===== src/rtl/dino_motion_if.sv =====
// Dinosaur motion controller bus: frame strobe and button levels in, bounding box,
// state and event pulses out.
//   i_ani_stb    frame strobe
//   i_animate    physics enable
//   i_jump       jump button level
//   i_duck       duck button level
//   i_sss        ultra-jump select
//   o_x1..o_y2   dino bounding box, pixels
//   o_state      0 RUN, 1 DUCK, 2 RISE, 3 FALL
//   o_jump_start one-cycle take-off pulse
//   o_land       one-cycle landing pulse
interface dino_motion_if #(
  parameter int unsigned COORD_W = 12
);
  logic               i_ani_stb;
  logic               i_animate;
  logic               i_jump;
  logic               i_duck;
  logic               i_sss;
  logic [COORD_W-1:0] o_x1;
  logic [COORD_W-1:0] o_x2;
  logic [COORD_W-1:0] o_y1;
  logic [COORD_W-1:0] o_y2;
  logic [1:0]         o_state;
  logic               o_jump_start;
  logic               o_land;

  // Game/input side
  modport master (
    output i_ani_stb, i_animate, i_jump, i_duck, i_sss,
    input  o_x1, o_x2, o_y1, o_y2, o_state, o_jump_start, o_land
  );

  // Motion controller side
  modport slave (
    input  i_ani_stb, i_animate, i_jump, i_duck, i_sss,
    output o_x1, o_x2, o_y1, o_y2, o_state, o_jump_start, o_land
  );
endinterface


===== src/rtl/dino_motion_fsm.sv =====
// Dinosaur motion controller: RUN/DUCK/RISE/FALL state machine with fixed-point
// vertical physics, variable jump height, jump buffer, fall-speed cap and ceiling clamp.
//   i_clk  clock
//   i_rst  synchronous active-high reset
//   bus    dino_motion_if slave: strobe/buttons in, bounding box/state/pulses out
module dino_motion_fsm #(
  parameter int unsigned COORD_W          = 12,
  parameter int unsigned FRAC_W           = 4,
  parameter int unsigned DINO_X           = 80,
  parameter int unsigned DINO_HALF_W      = 20,
  parameter int unsigned DINO_HALF_H      = 30,
  parameter int unsigned DINO_DUCK_HALF_H = 20,
  parameter int unsigned FLOOR_Y          = 400,
  parameter int unsigned JUMP_VEL         = 17,
  parameter int unsigned ULTRA_JUMP_VEL   = 23,
  parameter int unsigned GRAVITY          = 16,
  parameter int unsigned FASTFALL_GRAV    = 16,
  parameter int unsigned CUT_VEL          = 4,
  parameter int unsigned MAX_FALL_VEL     = 24,
  parameter int unsigned BUFFER_FRAMES    = 4
) (
  input logic          i_clk,
  input logic          i_rst,
  dino_motion_if.slave bus
);
  localparam int unsigned PW    = COORD_W + FRAC_W + 1;
  localparam int unsigned BUF_W = $clog2(BUFFER_FRAMES + 1);

  typedef logic signed [PW-1:0] fx_t;
  typedef enum logic [1:0] {ST_RUN = 2'd0, ST_DUCK = 2'd1, ST_RISE = 2'd2, ST_FALL = 2'd3} state_t;

  localparam fx_t FLOOR_F = fx_t'(FLOOR_Y << FRAC_W);
  localparam fx_t JUMP_F  = fx_t'(JUMP_VEL << FRAC_W);
  localparam fx_t ULTRA_F = fx_t'(ULTRA_JUMP_VEL << FRAC_W);
  localparam fx_t GRAV_F  = fx_t'(GRAVITY);
  localparam fx_t FAST_F  = fx_t'(FASTFALL_GRAV);
  localparam fx_t CUT_F   = fx_t'(CUT_VEL << FRAC_W);
  localparam fx_t MAXF_F  = fx_t'(MAX_FALL_VEL << FRAC_W);
  localparam fx_t CEIL_STAND_F = fx_t'((2 * DINO_HALF_H) << FRAC_W);
  localparam fx_t CEIL_DUCK_F  = fx_t'((2 * DINO_DUCK_HALF_H) << FRAC_W);
  localparam logic [COORD_W-1:0] H_STAND = COORD_W'(2 * DINO_HALF_H);
  localparam logic [COORD_W-1:0] H_DUCK  = COORD_W'(2 * DINO_DUCK_HALF_H);

  state_t            state_q, state_d;
  fx_t               feet_q, feet_d;
  fx_t               vel_q, vel_d;
  logic [BUF_W-1:0]  buf_q, buf_d;
  logic              jump_prev_q;
  logic              tick;
  logic              jump_start_d, land_d;
  fx_t               grav, vel_cut, feet_sum, vel_sum, ceil_f;
  logic [COORD_W-1:0] h_out, y2_d;

  assign tick = bus.i_ani_stb & bus.i_animate;

  // Box x edges never move
  assign bus.o_x1 = COORD_W'(DINO_X - DINO_HALF_W);
  assign bus.o_x2 = COORD_W'(DINO_X + DINO_HALF_W);

  // Next-state and physics for one frame tick
  always_comb begin
    state_d      = state_q;
    feet_d       = feet_q;
    vel_d        = vel_q;
    buf_d        = buf_q;
    jump_start_d = 1'b0;
    land_d       = 1'b0;
    grav         = GRAV_F + (bus.i_duck ? FAST_F : fx_t'(0));
    ceil_f       = bus.i_duck ? CEIL_DUCK_F : CEIL_STAND_F;
    vel_cut      = vel_q;
    feet_sum     = feet_q + vel_q;
    vel_sum      = vel_q + grav;

    unique case (state_q)
      ST_RUN, ST_DUCK: begin
        // A pending buffered press only launches from RUN; DUCK needs the live button
        if (bus.i_jump || (state_q == ST_RUN && buf_q != '0)) begin
          state_d      = ST_RISE;
          vel_d        = bus.i_sss ? -ULTRA_F : -JUMP_F;
          buf_d        = '0;
          jump_start_d = 1'b1;
        end else if (state_q == ST_RUN && bus.i_duck) begin
          state_d = ST_DUCK;
        end else if (state_q == ST_DUCK && !bus.i_duck) begin
          state_d = ST_RUN;
        end
      end
      ST_RISE: begin
        // Releasing jump early caps the upward speed, which shortens the hop
        if (!bus.i_jump && vel_q < -CUT_F) vel_cut = -CUT_F;
        feet_sum = feet_q + vel_cut;
        if (feet_sum < ceil_f) begin
          feet_d  = ceil_f;
          vel_d   = '0;
          state_d = ST_FALL;
        end else begin
          feet_d = feet_sum;
          vel_d  = vel_cut + grav;
          if (!vel_d[PW-1]) state_d = ST_FALL;
        end
      end
      ST_FALL: begin
        if (feet_sum >= FLOOR_F) begin
          feet_d  = FLOOR_F;
          vel_d   = '0;
          land_d  = 1'b1;
          state_d = bus.i_duck ? ST_DUCK : ST_RUN;
        end else begin
          feet_d = feet_sum;
          vel_d  = (vel_sum > MAXF_F) ? MAXF_F : vel_sum;
        end
      end
    endcase

    // Airborne presses are remembered for a few frames so a slightly early press still jumps
    if (state_q == ST_RISE || state_q == ST_FALL) begin
      if (bus.i_jump && !jump_prev_q) buf_d = BUF_W'(BUFFER_FRAMES);
      else if (buf_q != '0)           buf_d = buf_q - BUF_W'(1);
    end

    // Box height follows the state being entered
    if (state_d == ST_DUCK || ((state_d == ST_RISE || state_d == ST_FALL) && bus.i_duck))
      h_out = H_DUCK;
    else
      h_out = H_STAND;
    y2_d = feet_d[FRAC_W +: COORD_W];
  end

  // State and output registers; everything holds between ticks
  always_ff @(posedge i_clk) begin
    if (i_rst) begin
      state_q          <= ST_RUN;
      feet_q           <= FLOOR_F;
      vel_q            <= '0;
      buf_q            <= '0;
      jump_prev_q      <= 1'b0;
      bus.o_y1         <= COORD_W'(FLOOR_Y) - H_STAND;
      bus.o_y2         <= COORD_W'(FLOOR_Y);
      bus.o_state      <= ST_RUN;
      bus.o_jump_start <= 1'b0;
      bus.o_land       <= 1'b0;
    end else if (tick) begin
      state_q          <= state_d;
      feet_q           <= feet_d;
      vel_q            <= vel_d;
      buf_q            <= buf_d;
      jump_prev_q      <= bus.i_jump;
      bus.o_y1         <= y2_d - h_out;
      bus.o_y2         <= y2_d;
      bus.o_state      <= state_d;
      bus.o_jump_start <= jump_start_d;
      bus.o_land       <= land_d;
    end else begin
      bus.o_jump_start <= 1'b0;
      bus.o_land       <= 1'b0;
    end
  end
endmodule

===== src/flat_wrapper.sv =====
// flat-port wrapper written by rule: the top's interface ports become plain ports
module dino_motion_fsm_flat 
#(
  parameter int unsigned COORD_W          = 12,
  parameter int unsigned FRAC_W           = 4,
  parameter int unsigned DINO_X           = 80,
  parameter int unsigned DINO_HALF_W      = 20,
  parameter int unsigned DINO_HALF_H      = 30,
  parameter int unsigned DINO_DUCK_HALF_H = 20,
  parameter int unsigned FLOOR_Y          = 400,
  parameter int unsigned JUMP_VEL         = 17,
  parameter int unsigned ULTRA_JUMP_VEL   = 23,
  parameter int unsigned GRAVITY          = 16,
  parameter int unsigned FASTFALL_GRAV    = 16,
  parameter int unsigned CUT_VEL          = 4,
  parameter int unsigned MAX_FALL_VEL     = 24,
  parameter int unsigned BUFFER_FRAMES    = 4
)
  (i_clk, i_rst, bus_i_ani_stb, bus_i_animate, bus_i_jump, bus_i_duck, bus_i_sss, bus_o_x1, bus_o_x2, bus_o_y1, bus_o_y2, bus_o_state, bus_o_jump_start, bus_o_land);
  dino_motion_if #(.COORD_W(COORD_W)) bus_i ();
  input logic i_clk;
  input logic i_rst;
  input wire logic [$bits(bus_i.i_ani_stb)-1:0] bus_i_ani_stb;
  input wire logic [$bits(bus_i.i_animate)-1:0] bus_i_animate;
  input wire logic [$bits(bus_i.i_jump)-1:0] bus_i_jump;
  input wire logic [$bits(bus_i.i_duck)-1:0] bus_i_duck;
  input wire logic [$bits(bus_i.i_sss)-1:0] bus_i_sss;
  output wire logic [$bits(bus_i.o_x1)-1:0] bus_o_x1;
  output wire logic [$bits(bus_i.o_x2)-1:0] bus_o_x2;
  output wire logic [$bits(bus_i.o_y1)-1:0] bus_o_y1;
  output wire logic [$bits(bus_i.o_y2)-1:0] bus_o_y2;
  output wire logic [$bits(bus_i.o_state)-1:0] bus_o_state;
  output wire logic [$bits(bus_i.o_jump_start)-1:0] bus_o_jump_start;
  output wire logic [$bits(bus_i.o_land)-1:0] bus_o_land;
  assign bus_i.i_ani_stb = bus_i_ani_stb;
  assign bus_i.i_animate = bus_i_animate;
  assign bus_i.i_jump = bus_i_jump;
  assign bus_i.i_duck = bus_i_duck;
  assign bus_i.i_sss = bus_i_sss;
  assign bus_o_x1 = bus_i.o_x1;
  assign bus_o_x2 = bus_i.o_x2;
  assign bus_o_y1 = bus_i.o_y1;
  assign bus_o_y2 = bus_i.o_y2;
  assign bus_o_state = bus_i.o_state;
  assign bus_o_jump_start = bus_i.o_jump_start;
  assign bus_o_land = bus_i.o_land;
  dino_motion_fsm #(.COORD_W(COORD_W), .FRAC_W(FRAC_W), .DINO_X(DINO_X), .DINO_HALF_W(DINO_HALF_W), .DINO_HALF_H(DINO_HALF_H), .DINO_DUCK_HALF_H(DINO_DUCK_HALF_H), .FLOOR_Y(FLOOR_Y), .JUMP_VEL(JUMP_VEL), .ULTRA_JUMP_VEL(ULTRA_JUMP_VEL), .GRAVITY(GRAVITY), .FASTFALL_GRAV(FASTFALL_GRAV), .CUT_VEL(CUT_VEL), .MAX_FALL_VEL(MAX_FALL_VEL), .BUFFER_FRAMES(BUFFER_FRAMES)) u_core (.i_clk(i_clk), .i_rst(i_rst), .bus(bus_i));
endmodule

===== config.mk =====
export PLATFORM = sky130hd
export DESIGN_NAME = dino_motion_fsm_flat
export DESIGN_NICKNAME = d
export VERILOG_FILES = /design/src/rtl/dino_motion_if.sv /design/src/rtl/dino_motion_fsm.sv /design/src/flat_wrapper.sv
export SDC_FILE = /design/constraint.sdc
export NUM_CORES = 1
export LEC_CHECK = 0
export CAP_MARGIN = 20
export CORE_MARGIN = 1.5
export CORE_UTILIZATION = 42
export DETAILED_ROUTE_END_ITERATION = 8
export SYNTH_ARGS = -nofsm -noshare
export SYNTH_HDL_FRONTEND = slang
export SYNTH_SLANG_ARGS = --single-unit

===== constraint.sdc =====
create_clock -name i_clk -period 18.48 [get_ports i_clk]
set_clock_uncertainty 0.2 [all_clocks]
set_input_delay 2.772 -clock i_clk [delete_from_list [all_inputs] [get_ports i_clk]]
set_output_delay 2.772 -clock i_clk [all_outputs]
set_load 0.03 [all_outputs]

After elaboration in Yosys (flattened, before gate mapping)
Cells that the tools add are included.
{"block": "totals", "register_bits": 54, "input_bits": 7, "output_inout_bits": 52, "elab_cells": 81}
{"block": "classes", "add_sub_neg": 7, "magnitude_cmp": 4, "eq_ne": 7, "n_mux": 29, "bitwise_logic": 4, "reduce_logical": 21}
{"operator": "$mux 17", "count": 8}
{"operator": "$add 17x17->17", "count": 4}
{"operator": "$pmux 17 s3", "count": 1}
{"operator": "$pmux 17 s2", "count": 1}
{"operator": "$add 6x17->17 const A", "count": 1}
{"operator": "$ge 17x14->1 const B", "count": 1}
{"operator": "$gt 17x10->1 const B", "count": 1}
{"operator": "$lt 17x17->1", "count": 1}
{"operator": "$lt 17x7->1 const B", "count": 1}
{"operator": "$mux 3", "count": 5}
{"operator": "$mux 2", "count": 6}
{"operator": "$sub 12x6->12", "count": 1}
{"operator": "$mux 5", "count": 2}
{"operator": "$mux 9", "count": 1}
{"operator": "$eq 2x2->1 const B", "count": 4}
{"operator": "$mux 7", "count": 1}
{"operator": "$logic_and 1x1->1", "count": 6}
{"operator": "$pmux 2 s3", "count": 1}
{"operator": "$reduce_or 3->1", "count": 2}
{"operator": "$eq 2x1->1 const B", "count": 2}
{"operator": "$logic_or 1x1->1", "count": 4}
{"operator": "$reduce_and 2->1", "count": 2}
{"operator": "$logic_not 1->1", "count": 3}
{"operator": "$mux 1", "count": 3}
{"operator": "8 further kinds", "count": 10}

Depth between registers and ports, before layout
{"block": "depth", "ltp_word": 14, "mapped_depth": 34, "ltp_nobuf": 30}

Least setup slack after synthesis
OpenSTA, ideal clock, no wires.
{"block": "synth_timing", "kind": "input to register", "start": "input bus_i_jump", "end": "register u_core.bus.o_y1[11]", "setup_ns": 0.088, "arrival_ns": 8.466, "required_time_ns": 18.192, "setup_slack_ns": 9.726, "path_stages": 31, "n_path_buf": 3, "cell_sequence": "and2b_1 > buf_4 > o31ai_2 > buf_4 > clkbuf_1 > and2_1 > ha_1 > inv_1 > fa_1 > and3b_1 > a311o_1 > o2111ai_1 > nand4_2 > a31oi_1 > xnor2_1 > ha_1 > a21boi_0 > a31oi_1 > o21ai_0 > nor4b_1 > ha_1 > nand2_1 > nand2_1 > a21oi_1 > a211oi_1 > ha_1 > or3b_2 > a41oi_1 > o21ai_1 > a31o_2 > a311oi_2"}
{"block": "synth_via", "elab_cells_between_ends": 22, "cone_classes": "3 x add/sub; 1 x order compare; 3 x eq/ne; 9 x mux; 6 x reduce/logical"}
{"item": "from (decl)", "line_no": "flat_wrapper.sv:25", "source": "input wire logic [$bits(bus_i.i_jump)-1:0] bus_i_jump;"}
{"item": "$logic_not 1->1 (*)", "line_no": "dino_motion_fsm.sv:90", "source": "if (!bus.i_jump && vel_q < -CUT_F) vel_cut = -CUT_F;"}
{"item": "$logic_and 1x1->1 (*)", "line_no": "dino_motion_fsm.sv:90"}
{"item": "$mux 17 (*)", "line_no": "dino_motion_fsm.sv:90"}
{"item": "$mux 17 (*)", "line_no": "dino_motion_fsm.sv:74", "source": "unique case (state_q)"}
{"item": "$add 17x17->17 (*)", "line_no": "dino_motion_fsm.sv:91", "source": "feet_sum = feet_q + vel_cut;"}
{"item": "$lt 17x17->1", "line_no": "dino_motion_fsm.sv:92", "source": "if (feet_sum < ceil_f) begin"}
{"item": "$mux 17 (*)", "line_no": "dino_motion_fsm.sv:92"}
{"item": "$pmux 17 s2 (*)", "line_no": "dino_motion_fsm.sv:74"}
{"item": "named net u_core.feet_d[8]", "line_no": "dino_motion_fsm.sv:45", "source": "fx_t feet_q, feet_d;"}
{"item": "$sub 12x6->12 (*)", "line_no": "dino_motion_fsm.sv:148", "source": "bus.o_y1 <= y2_d - h_out;"}
{"item": "to (signal assigned)", "line_no": "dino_motion_fsm.sv:137", "source": "bus.o_y1 <= COORD_W'(FLOOR_Y) - H_STAND;"}
{"item": "to (signal assigned)", "line_no": "dino_motion_fsm.sv:148"}
{"item": "to (decl)", "line_no": "dino_motion_if.sv:37", "source": "output o_x1, o_x2, o_y1, o_y2, o_state, o_jump_start, o_land"}
The timed path passes the listed nets; every way through them passes the cells marked *. The select of a mux whose other input is x is not followed.
A chain may end at the register's enable or synchronous reset.

Final worst setup path
Ends and elaborated chain as after synthesis.

==> results by group <==
STA
  • RSZ-0062 raised after global routing: false
  • Max Freq: ~0.10 GHz
  • Final setup violation count: 0
  • Final TNS setup: 0 ns
  • Hold Vio Cnt, Final: 0
  • Tmin final: roughly 9.6 ns
  • PnR worst setup slack: 8.87 ns
  • Worst-margin pin slew: around 0.98 ns
  • Final period util: 0.520
  • Rel. slew slack: 0.347
  • Pins Over Slew Limit: 0

Critical path
  • WS Path Type: input pin to flop
  • Crit Reg-Reg Startpoint: u_core.vel_q[13]$_SDFFE_PP0P_
  • Worst R2R Path Depth: 29
  • Cell mode on critical path: ha_1
  • Critical-path maximum fanout: 20
  • Crit end category: flop
  • Largest stage delay, worst path: about 0.5 ns
  • CP Launch Point: bus_i_jump
  • CP max-delay cell: clkdlybuf4s50_1
  • Startpoint Class: input pin
  • Required time of the critical path: 18.50 ns
  • WP data arrival: between 9 and 10 ns

Global route
  • Initial antenna violation count: 0
  • Total GRT Usage: 0.251
  • Number of global-route vias before repair: around 5.1k
  • First-pass GRT wire length: 28000 um
  • Largest net degree at the start of global routing: 50
  • Total grt overflow: 0

Clock network
  • Clk sinks: 52
  • Maximum root-to-sink buffer count: 2
  • H-tree level count: 2
  • CTS tree: yes
  • Hold_buf cts: 0
  • Clock Tree Root: clkbuf_16
  • Clk Latency, worst-skew pair: just over 0.3 ns
  • Post-CTS Resized: 0
  • Post CTS Setup Buffer Count: 0
  • Worst-path clk slew: ~0.08 ns
  • Total CTS buffers: 5

Place
  • Detailed Place HPWL: 13300 um
  • GP Congestion: about 0.88
  • PortBufs: 34
  • DP Worst Slack: between 8 and 9 ns

Power
  • Leakage: roughly 2.5 nW
  • Sw Ratio: 0.382
  • Power Density: between 50 and 60 mW/mm^2
  • Internal Power: roughly 210 uW
  • Psw: 127 uW
  • Maximum vdd ir drop: 39.7 uV
  • Combinational power share: 0.317
  • Sequential power share: 0.382
  • Clock network fraction of design power: 0.302

Floorplanning
  • Die footprint: approximately 0.014 sq mm
  • Starting Density: 0.436
  • Top-Level Pins: 59
  • Die width: 118 um
  • Die height: 118 um
  • Row count: between 40 and 50
  • Core area: between 0.01 and 0.015 sq mm

Logic synthesis
  • Synthesized area: between 0.005 and 0.006 sq mm
  • Post-synthesis simple-gate area fraction: 0.229
  • Xor/xnor share of the synthesized area: 0.0689
  • Main combinational cell family by area after synthesis: compound AO/OA/AOI/OAI gates
  • EDFF count, synth: 0
  • Adder-cell share of the synthesized area: 0.104
  • Distinct cell type count after synthesis: 84
  • Area contributors post-synth: dfxtp_1 (19%), ha_1 (9.0%), buf_4 (5.5%), a21oi_1 (5.1%), xnor2_1 (4.9%)
  • Synthesized netlist cell count: around 750
  • Synth Area in Compound Gates: 0.303
  • Top-area cell type share of the netlist area: 0.186
  • Post-synth ARST share: 0
  • Sequential element share of the synthesized area: 0.186
  • Post-synthesis mux area share: 0.00716
  • Synthesized area per cell: 7.50 sq um
  • Synth area leader: dfxtp_1
  • Synth Flop Type: dfxtp_1
  • Synthesis Warnings: 0
  • #FFs+latches synth: 52

Cells and area
  • Synth-to-Final Area Change: 6.60%
  • Filler cell count: between 1k and 1.5k
  • Final nets: between 700 and 800
  • Share of layout cells above drive strength 1: 0.0528
  • ANT cells: 0

Hold path
  • HP Class: flop to flop
  • Worst Hold Path Cells: 2
  • Min-delay src: u_core.bus.o_y1[5]$_SDFFE_PP0P_

Routing
  • Drt via density: approximately 6
  • TritonRoute pass-1 iters: 5
  • Routed WL: roughly 17000 um
  • Post-DRT Antenna Nets: 0
  • Vias: around 5.4k
  • Remaining DRCs: 0
  • DRT iter0 DRCs: a little under 400
  • Drt wl/cell: between 15 and 20 um

Outcome
  • Status: finished clean

Job
  • Max-Cap Viols: 0
[path summary, 6_finish.rpt]
path	endpoint	slack [ns]
min	u_core.bus.o_y1[5]$_SDFFE_PP0P_	0.26
max	u_core.bus.o_y1[11]$_SDFFE_PP0P_	8.87
min reg2reg	u_core.bus.o_y1[5]$_SDFFE_PP0P_	0.26
max reg2reg	u_core.bus.o_y1[11]$_SDFFE_PP0P_	11.19
[cells in the mapped netlist (all sizes together) (14+ instances only)]
| master | number |
|---|---|
| o21ai | 40 |
| nor2 | 71 |
| and2 | 17 |
| clkbuf | 29 |
| nor3 | 25 |
| xnor2 | 31 |
| ha | 40 |
| buf | 48 |
| nand2b | 16 |
| nand3 | 14 |
| a211oi | 22 |
| dfxtp | 52 |
| inv | 28 |
| nand2 | 59 |
| a21oi | 59 |
| a221oi | 14 |
[worst max-delay path: cells and delay by family]
family                   cells  cell delay [ns]
AO/OA/AOI/OAI               13             2.51
AND/OR/NAND/NOR              8             1.94
adder cells (fa/ha/maj)      5             1.41
buffers and inverters        3             0.80
XOR/XNOR                     1             0.20
[cells by family (layout without fill, tap and decap cells)]
family	after synthesis	in the layout
flops	52	52
fa+ha+maj	45	45
mux	4	4
other cells	2	24
simple gates	254	254
compound gates	239	239
xor+xnor	44	44
buf+inv	105	76
[power groups by stage]
stage	registers [mW]	logic, mW	clock network [mW]
2_1_floorplan	0.126	0.0850	0
3_3_place_gp	0.129	0.103	0
3_5_place_dp	0.129	0.104	0
4_1_cts	0.127	0.105	0.102
5_1_grt	0.128	0.116	0.107
6_report	0.127	0.105	0.100
[routing by layer]
layer / share of wire / wire length (um) / track usage
met1: 0.47 / 8150 / 0.343
met3: 0.071 / 1240 / 0.0569
met4: 0.028 / 494 / 0.0798
met5: 0 / 0 / 0
met2: 0.43 / 7560 / 0.392
[registers in the layout (all words and copies together), names as in the netlist, named ones only]
name / flops
u_core.jump_prev_q: 1
u_core.bus.o_jump_start: 1
u_core.buf_q: 3
u_core.feet_q: 15
u_core.bus.o_y1: 10
u_core.bus.o_state: 2
u_core.bus.o_land: 1
u_core.vel_q: 17
[placed cells by master (no fill, tap or decap), types with 4 or more instances in the layout]
cell type	instances
nor2_1	71
nand2_1	59
a21oi_1	57
dfxtp_1	52
ha_1	40
o21ai_0	36
clkdlybuf4s50_1	33
xnor2_1	31
inv_1	28
conb_1	24
nor3_1	23
a211oi_1	22
nand2b_1	16
and2_1	15
nand3_1	14
a221oi_1	14
xor2_1	13
a31oi_1	12
a21o_1	12
a211o_1	11
o21bai_1	11
nand4_1	8
and3_1	7
o31ai_1	6
buf_4	6
o211ai_1	5
nor2b_1	5
clkbuf_16	5
o2111ai_1	4
o21a_1	4
mux2i_1	4
or2_2	4
or3_1	4
nor4_1	4
nand3b_1	4
[layout make-up]
| class | instances | area, sq um | share of cell area |
|---|---|---|---|
| flip-flops and latches | 52 | 1040 | 0.175 |
| clock buffers | 5 | 125 | 0.0210 |
| inverters | 28 | 105 | 0.0176 |
| multi-input cells | 610 | 4070 | 0.683 |
| well taps | 172 | 215 | 0.0361 |
| clock inverters | 3 | 22.5 | 0.00378 |
| repair buffers | 40 | 380 | 0.0638 |
[metrics by stage]
| step | std cells | area [sq um] | power (mW) | hold WS [ns] | util |
|---|---|---|---|---|---|
| after CTS | 910 | 5960 | 0.334 | 0.263 | 0.465 |
| after detailed placement | 902 | 5810 | 0.234 | 0.252 | 0.453 |
| after global routing | 910 | 5960 | 0.351 | 0.272 | 0.465 |
| after global placement | 902 | 5810 | 0.233 | 0.244 | 0.453 |
| after floorplan | 767 | 5670 | 0.211 | 0.237 | - |
| final | 910 | 5960 | 0.333 | 0.260 | 0.465 |
Power figures use the tool's default switching activity.
